## src/rtl/call_stack.sv

```systemverilog
// ---------------------------------------------------------------------------
// call_stack: parametrised return-address stack placed beside the PC logic.
// A call pushes its return address and a return pops it. The top entry is read
// combinationally from storage, so a return completes in one cycle.
//
// Parameters:
//   DATA_W : width of each stored entry (PC width)
//   DEPTH  : number of entries (must be >= 2)
//   CNT_W  : width of the occupancy count (derived from DEPTH, do not override)
//
// Ports:
//   clk     : clock; all state updates on the rising edge
//   reset   : asynchronous active-high reset (clears count and error flags)
//   push    : write din as the new top
//   pop     : remove the top entry
//   flush   : synchronous empty; push/pop are ignored in the same cycle
//   clr_err : synchronous clear of ovf/unf (an error in the same cycle wins)
//   din     : value to push
//   top     : current top entry, 0 when empty
//   count   : number of valid entries, 0..DEPTH
//   empty   : count == 0
//   full    : count == DEPTH
//   ovf     : sticky, a push was attempted while full
//   unf     : sticky, a pop or push+pop was attempted while empty
//
// push+pop on a non-empty stack replaces the top entry and leaves count as is.
//
// Build option CALL_STACK_WRAP_EN: storage becomes a circular buffer, and a
// push while full overwrites the oldest entry (ovf is still set to record
// the loss). Without it, a push while full is dropped.
// ---------------------------------------------------------------------------
module call_stack #(
   parameter int DATA_W = 10,
   parameter int DEPTH  = 8,
   parameter int CNT_W  = $clog2(DEPTH + 1)
) (
   input  logic              clk,
   input  logic              reset,
   input  logic              push,
   input  logic              pop,
   input  logic              flush,
   input  logic              clr_err,
   input  logic [DATA_W-1:0] din,
   output logic [DATA_W-1:0] top,
   output logic [CNT_W-1:0]  count,
   output logic              empty,
   output logic              full,
   output logic              ovf,
   output logic              unf
);

   localparam int               IDX_W   = $clog2(DEPTH);
   localparam logic [CNT_W-1:0] DEPTH_C = CNT_W'(DEPTH);

   logic [DATA_W-1:0] mem_q [DEPTH];
   logic [CNT_W-1:0]  count_q, count_d;
   logic              ovf_q, ovf_d;
   logic              unf_q, unf_d;
   logic              wr_en;
   logic [IDX_W-1:0]  wr_addr;
   logic [IDX_W-1:0]  push_idx;   // slot the next push writes
   logic [IDX_W-1:0]  top_idx;    // slot holding the current top
   logic              is_empty, is_full;

   assign is_empty = (count_q == '0);
   assign is_full  = (count_q == DEPTH_C);

`ifdef CALL_STACK_WRAP_EN
   logic [IDX_W-1:0] head_q, head_d;   // next write slot; the base sits count entries below it

   function automatic logic [IDX_W-1:0] ptr_inc(input logic [IDX_W-1:0] p);
      return (p == IDX_W'(DEPTH - 1)) ? '0 : p + IDX_W'(1);
   endfunction

   function automatic logic [IDX_W-1:0] ptr_dec(input logic [IDX_W-1:0] p);
      return (p == '0) ? IDX_W'(DEPTH - 1) : p - IDX_W'(1);
   endfunction

   assign push_idx = head_q;
   assign top_idx  = ptr_dec(head_q);
`else
   // Linear stack: the occupancy count doubles as the stack pointer. When
   // full, push_idx is never used, so truncating count_q is harmless.
   assign push_idx = IDX_W'(count_q);
   assign top_idx  = IDX_W'(count_q - CNT_W'(1));
`endif

   always_comb begin
      count_d = count_q;
      ovf_d   = ovf_q & ~clr_err;
      unf_d   = unf_q & ~clr_err;
      wr_en   = 1'b0;
      wr_addr = push_idx;
`ifdef CALL_STACK_WRAP_EN
      head_d  = head_q;
`endif
      if (flush) begin
         count_d = '0;
      end else if (push && pop) begin
         if (is_empty) begin
            unf_d = 1'b1;
         end else begin
            wr_en   = 1'b1;
            wr_addr = top_idx;
         end
      end else if (push) begin
         if (is_full) begin
            ovf_d = 1'b1;
`ifdef CALL_STACK_WRAP_EN
            // When full, head equals base, so this overwrites the oldest entry.
            wr_en  = 1'b1;
            head_d = ptr_inc(head_q);
`endif
         end else begin
            wr_en   = 1'b1;
            count_d = count_q + CNT_W'(1);
`ifdef CALL_STACK_WRAP_EN
            head_d  = ptr_inc(head_q);
`endif
         end
      end else if (pop) begin
         if (is_empty) begin
            unf_d = 1'b1;
         end else begin
            count_d = count_q - CNT_W'(1);
`ifdef CALL_STACK_WRAP_EN
            head_d  = ptr_dec(head_q);
`endif
         end
      end
   end

   always_ff @(posedge clk or posedge reset) begin
      if (reset) begin
         count_q <= '0;
         ovf_q   <= 1'b0;
         unf_q   <= 1'b0;
`ifdef CALL_STACK_WRAP_EN
         head_q  <= '0;
`endif
      end else begin
         count_q <= count_d;
         ovf_q   <= ovf_d;
         unf_q   <= unf_d;
`ifdef CALL_STACK_WRAP_EN
         head_q  <= head_d;
`endif
      end
   end

   // Storage is not reset; entries beyond count are never observed.
   always_ff @(posedge clk) begin
      if (wr_en) begin
         mem_q[wr_addr] <= din;
      end
   end

   assign top   = is_empty ? '0 : mem_q[top_idx];
   assign count = count_q;
   assign empty = is_empty;
   assign full  = is_full;
   assign ovf   = ovf_q;
   assign unf   = unf_q;

endmodule

```

## config.mk

```make
export PLATFORM = sky130hd
export DESIGN_NAME = call_stack
export DESIGN_NICKNAME = d
export VERILOG_FILES = /design/src/rtl/call_stack.sv
export SDC_FILE = /design/constraint.sdc
export NUM_CORES = 1
export LEC_CHECK = 0
export ABC_AREA = 1
export CAP_MARGIN = 20
export CORE_MARGIN = 4
export CORE_UTILIZATION = 55
export CTS_CLUSTER_DIAMETER = 150
export CTS_CLUSTER_SIZE = 40
export DETAILED_ROUTE_END_ITERATION = 16
export PLACE_DENSITY = 0.73
export SETUP_SLACK_MARGIN = 0.3
export SLEW_MARGIN = 5
export SYNTH_ARGS = -nofsm -noshare
export SYNTH_HDL_FRONTEND = slang
export SYNTH_SLANG_ARGS = --single-unit
```

## constraint.sdc

```tcl
create_clock -name clk -period 2.65 [get_ports clk]
set_input_delay 0.265 -clock clk [delete_from_list [all_inputs] [get_ports clk]]
set_output_delay 0.265 -clock clk [all_outputs]
set_load 0.03 [all_outputs]
```

* Word level (Yosys, flattened, before mapping)
Memories as Yosys holds them, arrays and structs flattened.
Index checks and enable logic that the tools add are counted.
** Word-level totals
- Memory bits (writable) :: 80
- Output and inout port bits :: 18
- Memories kept :: 1
- Flip-flop bits (word level) :: 6
- Input port bits :: 16
- Logic and storage cells :: 43
** Memories
- mem_q :: depth 8, bits a word 10, read ports 1, clocked after Yosys merged registers in 0, write ports 1, RTL line 55 : logic [DATA_W-1:0] mem_q [DEPTH];
** Cells by class
- Multiplexer cells :: 26
- Bitwise logic cells :: 3
- Reduce and logical (&&, ||, !) cells :: 4
- Equality and inequality tests :: 4
- Add/subtract/negate cells :: 2
** Operators with widths (count)
- 2-to-1 mux 4 bit :: 6
- 2-to-1 mux 1 bit :: 16
- 2-to-1 mux 10 bit :: 1
- 2-to-1 mux 3 bit :: 3
- != test 3 bit (second input constant) :: 2
- adder 4 x 1 -> 4 bit (second input constant) :: 1
- == test 4 bit (second input constant) :: 1
- logical NOT 4 bit :: 1
- AND reduction 4 bit :: 1
- subtractor 4 x 1 -> 4 bit (second input constant) :: 1
- nonzero test 3 bit :: 1
- AND 1 bit :: 2
- != test 2 bit (second input constant) :: 1
- logical AND 1 bit :: 1
- NOT 1 bit :: 1

* Depth between registers and ports, before layout
Gate-level depths: netlist of the first run.
- Depth after elaboration :: 7
- Mapped depth :: 11
- Depth with buffers taken out :: 8

* Least setup slack after synthesis of the first run
No wires, ideal clock.
- Kind :: register -> register
- From :: register count_q[0] (netlist: count[0])
- To :: memory mem_q[5][0], enable pin
- Setup time :: 376 ps
- Buffers on the path :: 3
- Stages on the path, launching flop included :: 10
- Clock period less this slack :: 2538 ps
- Required time :: 2274 ps
- Data arrival time :: 2162 ps
- Setup slack :: 112 ps
- Path through :: dfrtp_1 buf_4 inv_4 buf_2 ha_1 inv_1 buf_2 o21ai_2 nand2_1 nor2_1
** On the way
- Cells in the longest elaborated chain, start to end :: 7
- Elaborated cells between the ends (all ways) :: 13
- Classes of those cells :: add/sub (1); eq/ne (1); mux (10); reduce/logical (1)
** RTL lines
- start: declaration :: RTL line 56 : logic [CNT_W-1:0] count_q, count_d;
- start signal: assignment :: RTL line 142 : count_q <= count_d;
- == test 4 bit :: RTL line 66 : assign is_full = (count_q == DEPTH_C);
- 2-to-1 mux 1 bit :: RTL line 107 : if (is_full) begin
- 2-to-1 mux 1 bit :: RTL line 106 : end else if (push) begin
- 2-to-1 mux 1 bit :: RTL line 99 : end else if (push && pop) begin
- 2-to-1 mux 1 bit :: RTL line 97 : if (flush) begin
- 2-to-1 mux 1 bit :: RTL line 153 : if (wr_en) begin
- 2-to-1 mux 1 bit (not written as such) :: RTL line 154 : mem_q[wr_addr] <= din;
- end: declaration :: RTL line 55
Parallel ways exist; a longest one is shown, timed or not.

* Final worst setup path of the first run
- From :: register count_q[0] (netlist: count[0])
- To :: output port top[6]
** On the way
- Cells in the longest elaborated chain, start to end :: 3
- Elaborated cells between the ends (all ways) :: 4
- Classes of those cells :: add/sub (1); mux (1); reduce/logical (1); memory (1)
** RTL lines
- subtractor 4 x 1 -> 4 bit
- memory (8 x 10 bit)
- 2-to-1 mux 10 bit * :: RTL line 158 : assign top = is_empty ? '0 : mem_q[top_idx];
- end: declaration :: RTL line 44 : output logic [DATA_W-1:0] top,
Every way passes the cells marked *; elsewhere a longest branch is shown, timed or not.

==> results.txt, run 1 <==
Compound-Gate Fraction of Synth Area = 0.0867
Max-cap violation count = 0
Post-Route Setup TNS = 0 ns
Residual DRC count = 0
Top Layer Used = met4
Final hold vios = 0
Pin count of the biggest net entering global routing = 45
Yosys reg bits = 86
Post-synthesis cell area = 3750 um2
DR vias = 2568
Adder-Cell Fraction of Synth Area = 0.00667
PortBufs = 33
RSZ-0062 raised after global routing = true
Setup CP Type = register to primary output
Async S/R FF share, synth = 0.0698
Post-route ant nets = 0
Clock Tree Buf Depth = 2
Final Skew = 0.00790 ns
Pwr per Cell Area = 920 nW/um2
Mux cell area share after synthesis = 0
Simple-gate portion of the synthesized area = 0.176
RR Endpoint = mem_q[4][9]
Final Cycle Share = 0.851
N_diodes = 0
I/O Pins = 34
GR Overflow Total = 0
FILL cells = 476
Reg2Reg Setup Slack = 0.50 ns
Leakage = 1.61 nW
Met1 wire length = 3.63 mm
Top cells by area, synth = edfxtp_1 (64%), nor2_1 (9.9%), o21ai_0 (7.1%), dfrtp_1 (4.0%), nand2_1 (2.8%)
Pin slew with the least headroom to its limit = 0.571 ns
Syn Nets = 357
Worst EP required = 2.38 ns
Xor/xnor share of the synthesized area = 0.00901
Skew-Pair Late Insertion Delay = 0.35 ns
Startpoint types = register
Total CTS buffers = 9
CTS tree = yes
Count leader, synth = nor2_1
Run status = finished, final reports clean
DR iter-0 viols = 290
Total area of sequential cells = 2550 um2
Final GP Congestion = 0.824
Initial core utilization = 0.578
Hold crit path type = input pin to asynchronous set/reset pin
Die H = 90.6 um
Endpoint class of the critical path = primary output
WL/cell = 17.4 um
Sink Count = 86
Synth Warn # = 0
Routed wl met2 = 3.66 mm
Dpl hpwl = 5.25 mm
WL final = 8.00 mm
R2R depth = 9
Distinct cells, synth = 26
Largest family of logic cells by synthesized area = simple AND/OR/NAND/NOR gates
Row count = 29
Drt first pass iters = 6
Via/cell ratio = 5.58
Core area = 6490 um2
Post-synth EDFFs = 80
Final setup vio count = 0
Gr usage total = 0.205
Vias in the first global route = 2552
CP Max Fanout = 8
Hold WS = 0.132 ns
Synth-to-Final Area Change = 19.3%
First-pass GRT wire length = 13.0 mm
Detail Route met3 WL = 587 um
Hold_buf cts = 0
Root buffer cell = clkbuf_8
Layout net count = 396
Synth Instances = 339
Die width = 90.6 um
FF-to-FF Start = count[0]
CTS HTree Levels = 3
Synth area leader = edfxtp_1
Sequential area share after synthesis = 0.680
Synthesized area per cell = 11.1 um2
Top FF cell, synth = edfxtp_1
Pins Over Slew Limit = 0
Max Fclk = 0.443 GHz
Share of cells above drive strength 1 = 0.204
Maximum vdd ir drop = 0.459 mV
Multi-input gate area = 1120 um2
Top cell type's share of synthesized area = 0.640
Post-synth top cells = nor2_1 (99), edfxtp_1 (80), o21ai_0 (53)
CP arrival = 1.99 ns
Die ar. = 8210 um2
Worst slew margin = 0.619
Worst-path clk slew = 0.08 ns
Initial antenna violation count = 0
Min cycle time layout = 2.26 ns
cell usage in the layout, fill, tap and decap left out, types with 2 or more instances in the layout:
cell type	Yosys	layout
nor2_1	99	80
edfxtp_1	80	80
o21ai_0	53	49
nand2_1	28	28
clkdlybuf4s50_1	0	22
nand3_1	18	18
nor2_2	1	17
buf_4	4	12
clkbuf_8	0	9
buf_6	1	9
inv_1	10	8
nor2_4	2	5
nand2_2	5	5
o21ai_1	1	5
dfrtp_1	6	5
clkinvlp_4	0	4
o21ai_2	4	4
inv_2	1	2
o31ai_1	2	2
nand4_1	2	2
what timing repair did:
action                                  in CTS  in global routing
buffers inserted                             4                  1
endpoints found under the setup margin      12                 20
pin swaps                                    0                 11
gates cloned                                 0                  0
gates resized for setup                      7                 21
where the power goes:
part / internal [mW] / switching, mW / leakage, nW / total, mW
registers: 1.54 / 0.0382 / 0.800 / 1.58
logic: 0.598 / 1.04 / 0.718 / 1.63
clock network: 0.436 / 0.464 / 0.0895 / 0.901
how the worst max path moves through the flow:
stage                         from          end  slack [ns]  cells past startpoint
after CTS                 count[1]       top[9]        0.33                     10
final                     count[0]       top[6]        0.39                      9
after global routing      count[0]       top[8]        0.26                     10
after detailed placement      push  mem_q[7][8]        0.14                      7
after global placement        push  mem_q[7][4]        0.22                      7
after floorplan           count[0]  mem_q[3][0]        0.18                      9
worst max-delay path, cell delays in order (launching register included):
cell and delay (ns):
dfrtp_1 0.40, inv_4 0.06, ha_4 0.30, buf_4 0.16, nor2_1 0.05, o21ai_0 0.07, o21ai_0 0.11, nor2_1 0.24
nor2_2 0.07, buf_4 0.17
stage by stage:
stage	power, mW	worst slack (ns)	utilization	area (um2)	std cells
4_1_cts	4.03	0.326	0.679	4410	459
3_3_place_gp	3.07	0.224	0.641	4160	439
6_report	4.12	0.394	0.689	4470	460
5_1_grt	4.32	0.259	0.689	4470	460
3_5_place_dp	3.08	0.145	0.641	4160	439
2_1_floorplan	2.62	0.175	-	3810	339
logic make-up (layout without fill, tap and decap cells):
family	Yosys count	after routing
flops	86	86
buf+inv	30	74
compound gates	61	61
simple gates	157	157
xor+xnor	3	3
fa+ha+maj	2	2
layer usage:
| layer | vias to the layer above | track usage |
|---|---|---|
| li1 | 1241 | - |
| met1 | 1216 | 0.292 |
| met2 | 98 | 0.308 |
| met3 | 13 | 0.0417 |
| met4 | 0 | 0.0855 |
| met5 | - | 0 |
final cells by class:
| class | instances | area share |
|---|---|---|
| inverter | 12 | 0.0115 |
| clock buffer | 9 | 0.0277 |
| clock inverter | 7 | 0.0165 |
| timing repair buffer | 46 | 0.102 |
| tap | 77 | 0.0215 |
| sequential | 86 | 0.571 |
| multi-input combinational | 223 | 0.250 |
state kept, by name, summed over array words and instances (netlist names):
register / cells
mem_q: 80
count: 4
unf: 1
ovf: 1
(Power assumes the default switching activity.)
==> run 2: changes to the inputs <==
- ABC_AREA: 1 -> 0
==> run 2 against run 1 <==
Compared with the run above: critical endpoint is now top[3]; power up 65%; die area is 2.8% lower; largest cell class unchanged; sequential share of layout area shrank 7.5 points; core utilization up 12 points; worst hold slack improved by 0.0041 ns.
==> results.txt, run 2 <==
Max-cap violation count = 0 (unchanged)
Share of cells above drive strength 1 = 0.520 (+0.316)
Total internal power = 4.07 mW (+58%)
Worst EP required = 2.38 ns (about the same)
Most common cell after layout, fill and taps aside = edfxtp_1
Syn Nets = 249 (-30%)
Gr usage total = 0.215 (+0.00960)
WL/cell = 21.5 um (+24%)
CP startpoint = count[0]
Count leader, synth = edfxtp_1
Clock Tree Buf Depth = 2 (unchanged)
Run status = finished, final reports clean
Final hold vios = 0 (unchanged)
WL final = 8.16 mm (+2.0%)
Row count = 29 (unchanged)
GR Overflow Total = 0 (unchanged)
Post-Route Setup TNS = 0 ns (unchanged)
Final setup vio count = 0 (unchanged)
R2R depth = 7 (-2)
CP Max Fanout = 6 (-2)
Synthesized area per cell = 15.7 um2 (+42%)
Non-Filler Instances = 379 (-18%)
Hold WS = 0.136 ns (+0.00407 ns)
Worst setup path endpoint = top[3]
Initial core utilization = 0.570 (-0.00798)
Startpoint types = register
Max reg flops = 80 (unchanged)
Gr busiest metal = met2
RSZ-0062 raised after global routing = true
CP arrival = 2.10 ns (+0.11 ns)
Clk pwr share = 0.119 (-0.100)
Switching part of the total power = 0.401 (+0.0277)
Top cells by area, synth = edfxtp_1 (66%), mux2_2 (12%), dfrtp_1 (4.1%), o22ai_1 (3.4%), nor2_1 (1.8%)
Power, Total = 6.81 mW (+65%)
PortBufs = 33 (unchanged)
DP Area = 4430 um2 (+6.6%)
Min cycle time layout = 2.37 ns (+0.113 ns)
Worst slew margin = 0.456 (-0.163)
Pin count of the biggest net entering global routing = 16 (-64%)
Commonest non-fill, non-tap cells in the layout = edfxtp_1 (80), buf_4 (25), mux2_2 (23)
Final GP Congestion = 0.753 (-8.5%)
Vias in the first global route = 2208 (-13%)
Endpoint class of the critical path = primary output
Total CTS buffers = 9 (unchanged)
Largest reg by FF count = mem_q
Synth Warn # = 0 (unchanged)
Final Cell Area = 5150 um2 (+15%)
Pwr per Cell Area = 1320 nW/um2 (+44%)
CTS tree = yes
Core area = 6390 um2 (-1.7%)
Grt met3 use = 0.0369 (-0.00480)
I/O Pins = 34 (unchanged)
DR vias = 2238 (-13%)
Core Util, Final = 0.806 (+0.118)
Post-route ant nets = 0 (unchanged)
Sequential area share after synthesis = 0.702 (+0.0213)
Worst-path clk slew = 0.09 ns (about the same)
Top cell type's share of synthesized area = 0.660 (+0.0200)
Final Skew = 0.00608 ns (-0.00182 ns)
Die H = 89.3 um (-1.4%)
First-pass GRT wire length = 12.0 mm (-7.0%)
Skew-Pair Late Insertion Delay = 0.35 ns (about the same)
Max Fclk = 0.422 GHz (-4.8%)
Placed cells = 349 (-21%)
Setup ws final = 0.281 ns (-0.113 ns)
Leakage = 1.73 nW (+7.9%)
Post-synth EDFFs = 80 (unchanged)
Layout net count = 315 (-20%)
Via/cell ratio = 5.91 (+5.8%)
N_diodes = 0 (unchanged)
Residual DRC count = 0 (unchanged)
Distinct cells, synth = 33 (+27%)
CTS HTree Levels = 3 (unchanged)
Post-synth top cells = edfxtp_1 (80), mux2_2 (40), o22ai_1 (20)
Initial antenna violation count = 0 (unchanged)
NetSw = 2.73 mW (+78%)
Die width = 89.3 um (-1.4%)
Async S/R FF share, synth = 0.0698 (unchanged)
Synth area leader = edfxtp_1
Comb power frac = 0.640 (+0.243)
Met2 usage = 0.347 (+0.0387)
Drt first pass iters = 4 (-2)
Die ar. = 7980 um2 (-2.8%)
Hold crit path type = input pin to asynchronous set/reset pin
Maximum vdd ir drop = 1.38 mV (+200%)
Setup CP Type = register to primary output
FF-to-FF Start = count[0]
Post-synthesis cell area = 3640 um2 (-3.0%)
RR Endpoint = mem_q[0][3]
Reg2Reg Setup Slack = 0.32 ns (-0.18 ns)
DR iter-0 viols = 126 (-57%)
Synth-to-Final Area Change = 41.6%
Pins Over Slew Limit = 0 (unchanged)
Root buffer cell = clkbuf_8
Sequential share of power = 0.240 (-0.144)
Dpl hpwl = 4.80 mm (-8.5%)
Met1 GRT Util = 0.300 (+0.00735)
Synth Instances = 231 (-32%)
Final Cycle Share = 0.894 (+0.0427)
Yosys reg bits = 86 (unchanged)
Pin slew with the least headroom to its limit = 0.811 ns (+0.240 ns)
Setup WS pre-CTS = 0.00844 ns (-0.137 ns)
Top FF cell, synth = edfxtp_1
Sink Count = 86 (unchanged)
run 2: cell type report:
class,instances,area (um2)
Multi-Input combinational cell,127,1590
Sequential cell,86,2550
Inverter,7,28.8
Clock buffer,9,124
Tap cell,77,96.3
Timing Repair Buffer,66,707
Clock inverter,7,48.8
Fill cell,344,1240
run 2: how the worst min path moves through the flow:
stage                to  slack [ns]  depth (start not counted)
2_1_floorplan  count[1]        0.06                          1
3_3_place_gp        ovf        0.48                          1
3_5_place_dp        ovf        0.49                          1
4_1_cts             unf        0.14                          2
5_1_grt             unf        0.16                          2
6_report            unf        0.14                          2
run 2: power by group through the flow:
stage / Combinational [mW] / Clock (mW) / Sequential [mW]
2_1_floorplan: 2.11 / 0 / 1.70
3_3_place_gp: 3.10 / 0 / 1.65
3_5_place_dp: 3.12 / 0 / 1.65
4_1_cts: 3.70 / 0.816 / 1.63
5_1_grt: 4.59 / 0.886 / 1.64
6_report: 4.36 / 0.812 / 1.64
run 2: cell families after synthesis:
logic type | share of synthesized area
XOR/XNOR | 0.0193
buffers and inverters | 0.0241
AO/OA/AOI/OAI | 0.0585
AND/OR/NAND/NOR | 0.0547
multiplexers | 0.135
flip-flops | 0.702
adder cells (fa/ha/maj) | 0.00688
run 2: critical path, cell delays in order, from the launching register on:
cell and delay, ns:
dfrtp_2 0.40, inv_4 0.04, ha_4 0.28, buf_4 0.16, buf_16 0.13, mux2_2 0.33
o22ai_2 0.21, nor3_4 0.04, buf_4 0.16
run 2: per-layer routing:
layer,vias to the layer above,part of all wire
met1,1128,0.43
met5,-,0
met2,62,0.51
met4,0,0.012
li1,1038,-
met3,10,0.048
run 2: timing repair:
action                     4_1_cts  5_1_grt
gates cloned                     2        2
hold buffers                     0        0
pin swaps                        5       11
gates resized for setup         76       42
buffers inserted                 4        6
setup endpoints to repair       22       10
==> run 3: changes to the inputs <==
- CORE_UTILIZATION: 55 -> 25
- PLACE_DENSITY: 0.73 -> 0.37
==> run 3 against run 2 <==
Compared with the run above: clock power is 56% higher; global-route usage is 9.0 points lower; sequential power hardly changed; first-iteration DRC count is 41% higher; sequential share of layout area is 2.8 points lower; non-clock buffer count is 12 higher; register-to-register slack better by 0.07 ns; core utilization is 42 points lower; setup slack better by 0.012 ns; cell area is 5.9% higher; fmax is 0.52% higher; critical path type unchanged; largest power group unchanged.
==> results.txt, run 3 (synthesized netlist as in run 2, its figures left out) <==
Worst EP required = 2.38 ns (about the same)
Hold_buf cts = 0 (unchanged)
Die ar. = 16500 um2 (+110%)
Synth-to-Final Area Change = 49.9%
Pin count of the biggest net entering global routing = 21 (+5)
Clk pwr share = 0.176 (+0.057)
First-pass GRT wire length = 14.8 mm (+23%)
Max-cap violation count = 0 (unchanged)
Commonest non-fill, non-tap cells in the layout = edfxtp_1 (80), mux2_2 (30), buf_4 (29)
Reg2Reg Setup Slack = 0.39 ns (+0.07 ns)
N_diodes = 0 (unchanged)
Drt first pass iters = 4 (unchanged)
Vias in the first global route = 2373 (+7.5%)
Startpoint types = register
PortBufs = 33 (unchanged)
I/O Pins = 34 (unchanged)
Comb power frac = 0.599 (-0.041)
Switching part of the total power = 0.386 (-0.0156)
Die H = 129 um (+44%)
Max Fclk = 0.424 GHz (+0.52%)
DR vias = 2223 (-0.67%)
Sequential share of power = 0.225 (-0.015)
Initial antenna violation count = 0 (unchanged)
WL/cell = 20.3 um (-5.9%)
CP arrival = 2.09 ns (about the same)
DP Area = 4690 um2 (+5.8%)
Endpoint class of the critical path = primary output
Final Cell Area = 5450 um2 (+5.9%)
CTS tree = yes
Post-route ant nets = 0 (unchanged)
DR iter-0 viols = 178 (+41%)
Core area = 14000 um2 (+120%)
Layout net count = 327 (+3.8%)
Max reg flops = 80 (unchanged)
Final Cycle Share = 0.889 (-0.00459)
Pin slew with the least headroom to its limit = 0.815 ns (+0.00405 ns)
WL final = 10.0 mm (+23%)
Final GP Congestion = 0.652 (-13%)
Initial core utilization = 0.259 (-0.311)
Residual DRC count = 0 (unchanged)
Worst-path clk slew = 0.06 ns (-0.03 ns)
Root buffer cell = clkbuf_16
Most common cell after layout, fill and taps aside = edfxtp_1
Hold WS = 0.148 ns (+0.0116 ns)
Post-Route Setup TNS = 0 ns (unchanged)
Final Skew = 0.00536 ns (-0.000720 ns)
Skew-Pair Late Insertion Delay = 0.34 ns (about the same)
Share of cells above drive strength 1 = 0.525 (+0.00561)
Run status = finished, final reports clean
CTS HTree Levels = 3 (unchanged)
Row count = 43 (+48%)
Total internal power = 4.42 mW (+8.6%)
Total CTS buffers = 9 (unchanged)
Die width = 129 um (+44%)
Sink Count = 86 (unchanged)
CP Max Fanout = 5 (-1)
Maximum vdd ir drop = 0.585 mV (-58%)
Core Util, Final = 0.388 (-0.418)
Leakage = 1.83 nW (+5.4%)
GR Overflow Total = 0 (unchanged)
NetSw = 2.78 mW (+1.7%)
Dpl hpwl = 6.11 mm (+27%)
Clock Tree Buf Depth = 2 (unchanged)
Gr usage total = 0.125 (-0.0901)
Largest reg by FF count = mem_q
Via/cell ratio = 4.50 (-24%)
Final hold vios = 0 (unchanged)
RSZ-0062 raised after global routing = true
Final setup vio count = 0 (unchanged)
Worst slew margin = 0.453 (-0.00272)
FILL cells = 1314 (+280%)
Min cycle time layout = 2.36 ns (-0.0122 ns)
Pwr per Cell Area = 1320 nW/um2 (about the same)
Hold crit path type = input pin to asynchronous set/reset pin
Setup CP Type = register to primary output
Pins Over Slew Limit = 0 (unchanged)
==> run 3: changes by cell type in the layout (fill, tap and decap cells not counted), sizes merged <==
cell    before  now
buf         42   53
bufinv       0    1
clkbuf      11   12
clkinv       3    2
==> run 3: routing by layer <==
metal  share of wire  global-route usage
met1            0.46               0.159
met2            0.49               0.203
met3           0.033              0.0349
met4           0.018              0.0469
met5               0                   0
==> run 3: repair_timing <==
item / CTS / global route
gates resized for setup: 62 / 33
pin swaps: 6 / 16
setup endpoints to repair: 22 / 35
cloned: 2 / 2
buffers inserted: 7 / 8
==> run 3: per-stage QoR <==
step	instances	setup WS (ns)	total power, mW
final	494	0.293	7.20
after global routing	494	0.216	7.55
after CTS	484	0.213	6.82
after detailed placement	459	0.0801	4.94
after global placement	459	0.0870	4.95
after floorplan	231	0.334	3.81
==> run 3: layout make-up <==
class                   count  area [um2]  area share
flip-flops and latches     86        2550       0.468
multi-input cells         127        1480       0.272
repair buffers             78         861       0.158
clock buffers               9         225      0.0413
well taps                 180         225      0.0413
clock inverters             7        72.6      0.0133
inverters                   7        33.8     0.00619
==> run 3: path summary, 6_finish.rpt <==
kind	startpoint	end	depth (start not counted)
worst max-delay path	count[0]	top[2]	8
worst min-delay path	reset	count[2]	2
worst max register to register	count[0]	mem_q[6][0]	8
worst min register to register	ovf	ovf	1
max in group asynchronous	reset	count[0]	2
min in group clk	ovf	ovf	1
==> run 3: worst max-delay path, stage by stage, from the launching register on <==
cell     delay, ns
dfrtp_2       0.39
inv_4         0.04
ha_4          0.34
buf_12        0.15
buf_4         0.10
mux2_2        0.33
o22ai_2       0.21
nor3_4        0.05
buf_6         0.13
==> run 3: power groups by stage <==
stage               Clock [mW]  Combinational, mW  Sequential [mW]
floorplan                    0               2.11             1.70
global placement             0               3.31             1.65
detailed placement           0               3.30             1.65
CTS                       1.32               3.88             1.62
global route              1.37               4.55             1.63
finish                    1.27               4.32             1.62
